--- src/rtl/cpu_host_controller_if.sv ---
// Host command/response link of cpu_host_controller: one command in, one response out.
// The host drives the master modport; the controller sits on the slave modport.
interface cpu_host_controller_if #(
  parameter int WORD_SIZE = 18
);
  logic                 cmd_valid;
  logic                 cmd_ready;
  logic [2:0]           cmd_op;
  logic [WORD_SIZE-1:0] cmd_data;
  logic                 rsp_valid;
  logic                 rsp_ready;
  logic [WORD_SIZE-1:0] rsp_data;
  logic                 rsp_err;

  modport master (
    output cmd_valid, cmd_op, cmd_data, rsp_ready,
    input  cmd_ready, rsp_valid, rsp_data, rsp_err
  );

  modport slave (
    input  cmd_valid, cmd_op, cmd_data, rsp_ready,
    output cmd_ready, rsp_valid, rsp_data, rsp_err
  );
endinterface

--- src/rtl/cpu_host_controller.sv ---
// Run-control, code loading and data-memory sharing between a host link and one processor.
// Build macro CPU_CYCLE_COUNTER_EN adds an 18-bit saturating run-cycle counter readable through STATUS.
module cpu_host_controller #(
  parameter int ADDR_SIZE  = 18,
  parameter int WORD_SIZE  = 18,
  parameter bit START_HELD = 1'b1
) (
  input  logic                  clock,
  input  logic                  reset,
  cpu_host_controller_if.slave  host,
  output logic                  cpu_reset,
  input  logic                  cpu_wait_for_continue,
  output logic                  cpu_continue,
  input  logic                  cpu_mem_we,
  input  logic [ADDR_SIZE-1:0]  cpu_mem_addr,
  input  logic [WORD_SIZE-1:0]  cpu_mem_in,
  output logic                  mem_we,
  output logic [ADDR_SIZE-1:0]  mem_addr,
  output logic [WORD_SIZE-1:0]  mem_in,
  input  logic [WORD_SIZE-1:0]  mem_out,
  output logic                  code_we,
  output logic [ADDR_SIZE-1:0]  code_addr_w,
  output logic [WORD_SIZE-1:0]  code_data_w
);

  typedef enum logic [2:0] {IDLE, CONT, CODE_WR, MEM_WR, MEM_RD, RESP} state_t;
  typedef enum logic [2:0] {
    OP_STATUS, OP_HOLD, OP_RELEASE, OP_CONTINUE,
    OP_SET_PTR, OP_WRITE_CODE, OP_WRITE_MEM, OP_READ_MEM
  } op_t;

  state_t               state, state_next;
  logic                 held, held_next;
  logic [ADDR_SIZE-1:0] ptr, ptr_next;
  logic [WORD_SIZE-1:0] data_reg, data_next;
  logic                 rsp_valid, rsp_valid_next;
  logic                 rsp_err, rsp_err_next;
  logic [WORD_SIZE-1:0] rsp_data, rsp_data_next;
  logic                 cmd_ready;
  logic                 accept;
  logic                 stopped;
  logic                 host_owns;
  op_t                  op;

  assign op        = op_t'(host.cmd_op);
  assign stopped   = held | cpu_wait_for_continue;
  assign cmd_ready = (state == IDLE) & ~rsp_valid;
  assign accept    = host.cmd_valid & cmd_ready;

  assign host.cmd_ready = cmd_ready;
  assign host.rsp_valid = rsp_valid;
  assign host.rsp_err   = rsp_err;
  assign host.rsp_data  = rsp_data;
  assign cpu_reset      = held;

`ifdef CPU_CYCLE_COUNTER_EN
  logic [17:0] cycle_count;
  logic        hold_accept;

  assign hold_accept = accept & (op == OP_HOLD);

  // Counts cycles the processor is actually executing; sticks at all-ones.
  always_ff @(posedge clock) begin
    if (reset || hold_accept) begin
      cycle_count <= '0;
    end else if (!held && !cpu_wait_for_continue && (cycle_count != '1)) begin
      cycle_count <= cycle_count + 18'd1;
    end
  end
`endif

  always_ff @(posedge clock) begin
    if (reset) begin
      state     <= IDLE;
      held      <= START_HELD;
      ptr       <= '0;
      data_reg  <= '0;
      rsp_valid <= 1'b0;
      rsp_err   <= 1'b0;
      rsp_data  <= '0;
    end else begin
      state     <= state_next;
      held      <= held_next;
      ptr       <= ptr_next;
      data_reg  <= data_next;
      rsp_valid <= rsp_valid_next;
      rsp_err   <= rsp_err_next;
      rsp_data  <= rsp_data_next;
    end
  end

  // Short ops answer straight from IDLE; access ops spend one cycle in their own state first.
  always_comb begin
    state_next     = state;
    held_next      = held;
    ptr_next       = ptr;
    data_next      = data_reg;
    rsp_valid_next = rsp_valid;
    rsp_err_next   = rsp_err;
    rsp_data_next  = rsp_data;

    case (state)
      IDLE: begin
        if (accept) begin
          data_next      = host.cmd_data;
          rsp_data_next  = '0;
          rsp_err_next   = 1'b0;
          rsp_valid_next = 1'b1;
          state_next     = RESP;
          unique case (op)
            OP_STATUS: begin
              if (host.cmd_data[0]) begin
`ifdef CPU_CYCLE_COUNTER_EN
                rsp_data_next = WORD_SIZE'(cycle_count);
`else
                rsp_err_next  = 1'b1;
`endif
              end else begin
                rsp_data_next[1:0] = {held, cpu_wait_for_continue};
              end
            end
            OP_HOLD:    held_next = 1'b1;
            OP_RELEASE: held_next = 1'b0;
            OP_CONTINUE: begin
              if (cpu_wait_for_continue && !held) begin
                state_next     = CONT;
                rsp_valid_next = 1'b0;
              end else begin
                rsp_err_next = 1'b1;
              end
            end
            OP_SET_PTR: ptr_next = host.cmd_data[ADDR_SIZE-1:0];
            OP_WRITE_CODE: begin
              if (held) begin
                state_next     = CODE_WR;
                rsp_valid_next = 1'b0;
              end else begin
                rsp_err_next = 1'b1;
              end
            end
            OP_WRITE_MEM: begin
              if (stopped) begin
                state_next     = MEM_WR;
                rsp_valid_next = 1'b0;
              end else begin
                rsp_err_next = 1'b1;
              end
            end
            OP_READ_MEM: begin
              if (stopped) begin
                state_next     = MEM_RD;
                rsp_valid_next = 1'b0;
              end else begin
                rsp_err_next = 1'b1;
              end
            end
          endcase
        end
      end
      CONT: begin
        state_next     = RESP;
        rsp_valid_next = 1'b1;
      end
      CODE_WR, MEM_WR: begin
        ptr_next       = ptr + ADDR_SIZE'(1);
        state_next     = RESP;
        rsp_valid_next = 1'b1;
      end
      MEM_RD: begin
        rsp_data_next  = mem_out;
        ptr_next       = ptr + ADDR_SIZE'(1);
        state_next     = RESP;
        rsp_valid_next = 1'b1;
      end
      RESP: begin
        if (host.rsp_ready) begin
          rsp_valid_next = 1'b0;
          state_next     = IDLE;
        end
      end
      default: state_next = IDLE;
    endcase
  end

  // Write strobes are gated by reset so an aborted access never lands in memory.
  always_comb begin
    host_owns    = ((state == MEM_WR) || (state == MEM_RD)) && !reset;
    mem_we       = host_owns ? (state == MEM_WR) : (cpu_mem_we && !reset);
    mem_addr     = host_owns ? ptr : cpu_mem_addr;
    mem_in       = host_owns ? data_reg : cpu_mem_in;
    code_we      = (state == CODE_WR) && !reset;
    code_addr_w  = ptr;
    code_data_w  = data_reg;
    cpu_continue = (state == CONT) && !reset;
  end

endmodule

--- src/flat_wrapper.sv ---
// flat-port wrapper written by rule: the top's interface ports become plain ports
module cpu_host_controller_flat 
#(
  parameter int ADDR_SIZE  = 18,
  parameter int WORD_SIZE  = 18,
  parameter bit START_HELD = 1'b1
)
  (clock, reset, cpu_reset, cpu_wait_for_continue, cpu_continue, cpu_mem_we, cpu_mem_addr, cpu_mem_in, mem_we, mem_addr, mem_in, mem_out, code_we, code_addr_w, code_data_w, host_cmd_valid, host_cmd_op, host_cmd_data, host_rsp_ready, host_cmd_ready, host_rsp_valid, host_rsp_data, host_rsp_err);
  cpu_host_controller_if #(.WORD_SIZE(WORD_SIZE)) host_i ();
  input  logic clock;
  input  logic reset;
  output logic cpu_reset;
  input  logic cpu_wait_for_continue;
  output logic cpu_continue;
  input  logic cpu_mem_we;
  input  logic [ADDR_SIZE-1:0] cpu_mem_addr;
  input  logic [WORD_SIZE-1:0] cpu_mem_in;
  output logic mem_we;
  output logic [ADDR_SIZE-1:0] mem_addr;
  output logic [WORD_SIZE-1:0] mem_in;
  input  logic [WORD_SIZE-1:0] mem_out;
  output logic code_we;
  output logic [ADDR_SIZE-1:0] code_addr_w;
  output logic [WORD_SIZE-1:0] code_data_w;
  input wire logic [$bits(host_i.cmd_valid)-1:0] host_cmd_valid;
  input wire logic [$bits(host_i.cmd_op)-1:0] host_cmd_op;
  input wire logic [$bits(host_i.cmd_data)-1:0] host_cmd_data;
  input wire logic [$bits(host_i.rsp_ready)-1:0] host_rsp_ready;
  output wire logic [$bits(host_i.cmd_ready)-1:0] host_cmd_ready;
  output wire logic [$bits(host_i.rsp_valid)-1:0] host_rsp_valid;
  output wire logic [$bits(host_i.rsp_data)-1:0] host_rsp_data;
  output wire logic [$bits(host_i.rsp_err)-1:0] host_rsp_err;
  assign host_i.cmd_valid = host_cmd_valid;
  assign host_i.cmd_op = host_cmd_op;
  assign host_i.cmd_data = host_cmd_data;
  assign host_i.rsp_ready = host_rsp_ready;
  assign host_cmd_ready = host_i.cmd_ready;
  assign host_rsp_valid = host_i.rsp_valid;
  assign host_rsp_data = host_i.rsp_data;
  assign host_rsp_err = host_i.rsp_err;
  cpu_host_controller #(.ADDR_SIZE(ADDR_SIZE), .WORD_SIZE(WORD_SIZE), .START_HELD(START_HELD)) u_core (.clock(clock), .reset(reset), .host(host_i), .cpu_reset(cpu_reset), .cpu_wait_for_continue(cpu_wait_for_continue), .cpu_continue(cpu_continue), .cpu_mem_we(cpu_mem_we), .cpu_mem_addr(cpu_mem_addr), .cpu_mem_in(cpu_mem_in), .mem_we(mem_we), .mem_addr(mem_addr), .mem_in(mem_in), .mem_out(mem_out), .code_we(code_we), .code_addr_w(code_addr_w), .code_data_w(code_data_w));
endmodule
--- config.mk ---
export PLATFORM = sky130hd
export DESIGN_NAME = cpu_host_controller_flat
export DESIGN_NICKNAME = d
export VERILOG_FILES = /design/src/rtl/cpu_host_controller_if.sv /design/src/rtl/cpu_host_controller.sv /design/src/flat_wrapper.sv
export SDC_FILE = /design/constraint.sdc
export NUM_CORES = 1
export LEC_CHECK = 0
export CORE_MARGIN = 2
export CORE_UTILIZATION = 40
export DETAILED_ROUTE_END_ITERATION = 10
export PLACE_DENSITY = 0.81
export SYNTH_ARGS = -nofsm -noshare
export SYNTH_HDL_FRONTEND = slang
export SYNTH_SLANG_ARGS = --single-unit
--- constraint.sdc ---
create_clock -name clock -period 2.39 [get_ports clock]
set_input_delay 0.478 -clock clock [delete_from_list [all_inputs] [get_ports clock]]
set_output_delay 0.478 -clock clock [all_outputs]
set_load 0.01 [all_outputs]
* After elaboration in Yosys (flattened, before gate mapping)
Cells that the tools add are included.
** Word-level totals
- Input bits :: 81
- RAM bits :: 0
- Register bits :: 60
- Word-level logic and storage cells :: 78
- Memories :: 0
- Output and inout bits :: 97
- Latch bits :: 0
- Bits in read-only memories :: 0
** Cells by class
- Divide/modulo/power cells :: 0
- $lt $le $gt $ge :: 0
- Muxes and demuxes :: 28
- Equality and inequality tests :: 15
- Add/subtract/negate cells :: 1
- Shift operators :: 0
- Bitwise gates (word level) :: 4
- Multipliers :: 0
- Reductions and logical operators :: 23
** Operators with widths (count)
- $mux W18 :: 5
- $pmux W18 S2 :: 2
- $add A18 B1 Y18 const B :: 1
- $eq A3 B3 Y1 const B :: 6
- $mux W3 :: 5
- $eq A3 B2 Y1 const B :: 4
- $pmux W3 S4 :: 1
- $pmux W3 S3 :: 1
- $reduce_and A3 Y1 :: 3
- $mux W1 :: 8
- $eq A3 B1 Y1 const B :: 2
- $logic_not A3 Y1 :: 2
- $pmux W1 S3 :: 2
- $reduce_and A2 Y1 :: 3
- $reduce_bool A2 Y1 :: 3
- $logic_and A1 B1 Y1 :: 5
- $mux W2 :: 2
- $ne A2 B2 Y1 const B :: 2
- $pmux W1 S4 :: 1
- $reduce_or A4 Y1 :: 1
- $reduce_bool A3 Y1 :: 1
- $reduce_or A3 Y1 :: 1
- $and A1 B1 Y1 :: 2
- $logic_not A1 Y1 :: 2
- 6 further kinds :: 6

* Depth between registers and ports, before layout
- Word-level depth :: 6
- Mapped depth :: 7
- Depth with buffers taken out :: 5

* Worst setup path after synthesis
OpenSTA, ideal clock, no wires.
- Kind :: reg2out
- From :: register u_core.state[0]
- To :: output mem_addr[0]
- Data required time :: 1912 ps
- Stages on the path, launching flop included :: 7
- Slack :: 241 ps
- Buffers on the path :: 2
- Data arrival time :: 1671 ps
- Cell sequence :: dfxtp_1 > buf_4 > nor2b_1 > a21oi_1 > nor2_2 > buf_4 > mux2_2
** Between the ends
- Word-level cells in the longest chain between the ends :: 4
- Elaborated cells on any way between the ends :: 5
- Classes of those cells :: eq/ne: 2; mux: 1; reduce/logical: 2
** RTL lines
- from (decl) :: RTL line cpu_host_controller.sv:32 : state_t state, state_next;
- from (signal assigned) :: RTL line cpu_host_controller.sv:82 : state <= state_next;
- $eq A3 B2 Y1 / $eq A3 B3 Y1 (equally long branches) :: RTL line cpu_host_controller.sv:187 : host_owns = ((state == MEM_WR) || (state == MEM_RD)) && !reset;
- $logic_or A1 B1 Y1 * :: RTL line cpu_host_controller.sv:187
- $logic_and A1 B1 Y1 * :: RTL line cpu_host_controller.sv:187
- $mux W18 * :: RTL line cpu_host_controller.sv:189 : mem_addr = host_owns ? ptr : cpu_mem_addr;
- to (decl) :: RTL line flat_wrapper.sv:19 : output logic [ADDR_SIZE-1:0] mem_addr;
Mark *: on every way between the ends. The rest lies on a longest branch, timed or not.

* Final worst setup path
- From :: register u_core.state[2]
- To :: output mem_addr[5]
Same word-level chain as after synthesis.

==> metrics.log <==
INFO  metric outcome = completed
INFO  metric post_layout_min_period = between 2000 and 2500 ps
INFO  metric fin_crit_sh = 0.962
INFO  metric drt_pass1_iterations = 5
INFO  metric worst_pin_slew = approximately 670 ps
INFO  metric clock-root-buffer = sky130_fd_sc_hd__clkbuf_8
INFO  metric worstPathMaxFanout = 12
INFO  metric dr.first_iter.drc_count = 220
INFO  metric fmaxAchievable = between 0.4 and 0.5 GHz
INFO  metric async_flop_share = 0
INFO  metric ctsHtreeMaxLevel = 3
INFO  metric die_width = between 90 and 100 um
INFO  metric ranking_of_synthesized_cells_by_area = sky130_fd_sc_hd__dfxtp_1, sky130_fd_sc_hd__mux2_2, sky130_fd_sc_hd__a21oi_1
INFO  metric globalRouteTotalUtil = 0.247
INFO  metric synth_cell_types = just over 60
INFO  metric final_layout_size_suffix_gt1_frac = 0.229
INFO  metric slew_headroom = 0.552
INFO  metric clk_path_buf_depth = 2
INFO  metric swShare = 0.347
INFO  metric critPathSlowestCell = sky130_fd_sc_hd__dfxtp_4
INFO  metric seq_power_share = 0.377
INFO  metric clock-sinks = 60
INFO  metric power_internal = 2.12 mW
INFO  metric vias_in_the_first_global_route = about 3600
INFO  metric worst_setup_path_type = register to output port
INFO  metric maxCapViolations = 0
INFO  metric fp.coreArea = about 8200 um2
INFO  metric synthMostInstantiatedCell = sky130_fd_sc_hd__nand2_1
INFO  metric regArea = about 1200 um2
INFO  metric share_of_the_synthesized_area_in_the_top_cell_type = 0.355
INFO  metric p_comb_frac = 0.378
INFO  metric die-area = a little over 9000 um2
INFO  metric worst_hold_path_type = register to register
INFO  metric dpl.hpwl = around 8400 um
INFO  metric clock_insertion_delay_worst_skew = between 300 and 400 ps
INFO  metric category_of_the_worst_setup_path_launch_point = register
INFO  metric syn-instance-count = approximately 410
INFO  metric power.density = slightly above 600 nW/um2
INFO  metric final.hold.worst_slack = roughly 460 ps
INFO  metric crit_path_cell_trace = nor3b_4 -> a21oi_2 -> nor2_4 -> buf_6 -> mux2_2 -> buf_2
INFO  metric worst_setup_hold_path_clk_slew = ~70 ps
INFO  metric critical_path_arrival = 1820 ps
INFO  metric leak_pwr = 1.94 nW
INFO  metric placed_cell_area = 5320 um2
INFO  metric synth_enable_flop_cells = 0
INFO  metric report.final.slew_viol_count = 0
INFO  metric ys.warnings.count = 0
INFO  metric power.ir.vdd_worst = between 300 and 400 uV
INFO  metric netSwitchingPower = 1.13 mW
INFO  metric wire_per_inst = around 17 um
INFO  metric grt_setup_unrepaired = false
INFO  metric detailroute.via_count = a little under 4000
INFO  metric setup.worst_path.end_class = output port
INFO  metric start_util = 0.412
INFO  metric yosysTopAreaCell = sky130_fd_sc_hd__dfxtp_1
INFO  metric finalSetupViolCount = 0
INFO  metric hold_viol_final = 0
INFO  metric first_pass_grt_wire_length = approximately 18000 um
INFO  metric maximum_number_of_pins_on_one_net_before_global_route_repair = 56
INFO  metric yosysSeqAreaShare = 0.355
INFO  metric fin_setup_tns = 0 ps
INFO  metric layout.nets = between 600 and 700
INFO  metric port-buffer-count = between 150 and 200
INFO  metric stdcell_area = between 5000 and 6000 um2
INFO  metric antenna-diode-count = 0
INFO  metric core_occupancy_in_the_finished_layout = 0.651
INFO  metric synth_area = around 3400 um2
INFO  metric ys_seq_elements = 60
INFO  metric p_clk_frac = 0.245
INFO  metric synth_top_flop_cell = sky130_fd_sc_hd__dfxtp_1
INFO  metric synth_top_cells_by_count = sky130_fd_sc_hd__nand2_1, sky130_fd_sc_hd__dfxtp_1, sky130_fd_sc_hd__a21oi_1
INFO  metric ios = between 150 and 200
INFO  metric global_route.overflow_total = 0
INFO  metric max_stage_delay = roughly 370 ps
INFO  metric syn-mean-instance-area = slightly above 8 um2
INFO  metric syn_to_final_growth = 58.0%
INFO  metric worst_ep_required_time = 1910 ps
INFO  metric floorplan.die.height = 96.0 um
INFO  metric cts_inserted_buffers = 9
INFO  metric remaining_antenna_violation_count_after_routing = 0
INFO  metric filler_cell_count = just under 700
INFO  metric placement.setup.worst_slack = -4.60 ps
INFO  metric number_of_antenna_violations_at_the_first_check_in_global_routing = 0
INFO  metric placement_rows = 33
INFO  metric place.gp.congestion = between 0.8 and 0.9
INFO  metric drt_drc_violations_left = 0
INFO  metric multi_input_area = approximately 2000 um2
INFO  metric final_critical_path_setup_slack = slightly above 90 ps
INFO  metric drt-vias-per-instance = 5.59
INFO  metric synth.net_count = between 400 and 500
INFO  metric cts_tree = yes
INFO  metric worst_clock_skew = ~14 ps
INFO  metric route.final.wire_length = about 12000 um
## sequential cells by signal, indices dropped and copies added (netlist names)
name                   flops
u_core.code_addr_w        18
u_core.host.rsp_data      18
u_core.code_data_w        18
u_core.cpu_reset           1
u_core.host.rsp_valid      1
u_core.host.rsp_err        1
u_core.state               3
## stage by stage
stage,std cells,power [mW]
floorplan,414,1.84
global placement,684,2.48
detailed placement,684,2.51
CTS,705,3.29
global route,704,3.43
finish,704,3.25
## worst paths after layout
| path | cells after the start | slack [ps] | from | end |
|---|---|---|---|---|
| worst min register to register | 2 | 460 | u_core.host.rsp_err | u_core.host.rsp_err |
| worst max register to register | 7 | 300 | u_core.state[2] | u_core.code_addr_w[12] |
| worst max-delay path | 6 | 90 | u_core.state[2] | mem_addr[5] |
| worst min-delay path | 2 | 460 | u_core.host.rsp_err | u_core.host.rsp_err |
## critical path, delay by kind of cell (launching register included)
| family | cells | cell delay (ps) |
|---|---|---|
| AOI/OAI and AO/OA | 1 | 70 |
| buffers and inverters | 2 | 340 |
| DFF | 1 | 370 |
| muxes | 1 | 350 |
| and+or+nand+nor | 2 | 360 |
## power by group through the flow
stage          clock network, mW  logic, mW  registers, mW
6_report                   0.795       1.23           1.23
5_1_grt                    0.864       1.32           1.24
4_1_cts                    0.811       1.25           1.22
3_5_place_dp                   0       1.27           1.24
3_3_place_gp                   0       1.24           1.24
2_1_floorplan                  0      0.581           1.26
## metal layers
metal / up-vias / wire length, um / track usage
li1: 1883 / - / -
met1: 1847 / 4410 / 0.296
met2: 195 / 5860 / 0.425
met3: 12 / 1260 / 0.0760
met4: 0 / 180 / 0.0726
met5: - / 0 / 0
## timing repair
item,in CTS,in global routing
hold buffers,0,0
setup buffers,4,1
cloned,1,0
endpoints found under the setup margin,36,29
gates resized for setup,144,6
hold endpoints to repair,0,0
pin swaps,1,1
## cell type report
| cell class | count | area share |
|---|---|---|
| clock inverter | 7 | 0.00819 |
| inverter | 7 | 0.00491 |
| multi-input combinational | 312 | 0.375 |
| sequential | 60 | 0.226 |
| clock buffer | 9 | 0.0232 |
| timing repair buffer | 204 | 0.338 |
| tap | 105 | 0.0246 |
## kinds of logic (layout without fill, tap and decap cells)
group	count (synthesis)	count (layout)	share of synthesized area
AND/OR/NAND/NOR	156	156	0.239
multiplexers	38	38	0.126
adder cells (fa/ha/maj)	1	1	0.00370
XOR/XNOR	1	1	0.00259
buffers and inverters	42	227	0.0573
AO/OA/AOI/OAI	116	116	0.217
flip-flops	60	60	0.355
## layout by cell type, fill, tap and decap left out, drive strengths merged, types with 2 or more instances in the layout
cell | netlist | routed
clkdlybuf4s50 | 0 | 140
nand2 | 69 | 69
dfxtp | 60 | 60
buf | 19 | 60
a21oi | 53 | 53
mux2 | 36 | 36
nand3 | 33 | 33
o21ai | 21 | 21
clkbuf | 16 | 13
and3 | 8 | 8
nor2 | 8 | 8
inv | 7 | 7
a31oi | 7 | 7
nor3 | 6 | 6
nand4 | 5 | 5
a211oi | 5 | 5
clkinv | 0 | 5
o31a | 4 | 4
nor3b | 4 | 4
nand2b | 3 | 3
a32oi | 3 | 3
a311oi | 3 | 3
o32ai | 3 | 3
o211ai | 3 | 3
and4 | 3 | 3
o2111ai | 3 | 3
or4b | 3 | 3
nor4 | 2 | 2
a21boi | 2 | 2
or4 | 2 | 2
mux2i | 2 | 2
clkinvlp | 0 | 2
nor2b | 2 | 2
nor4b | 2 | 2
o311ai | 2 | 2
No activity file was read; power rests on OpenSTA's default activity.
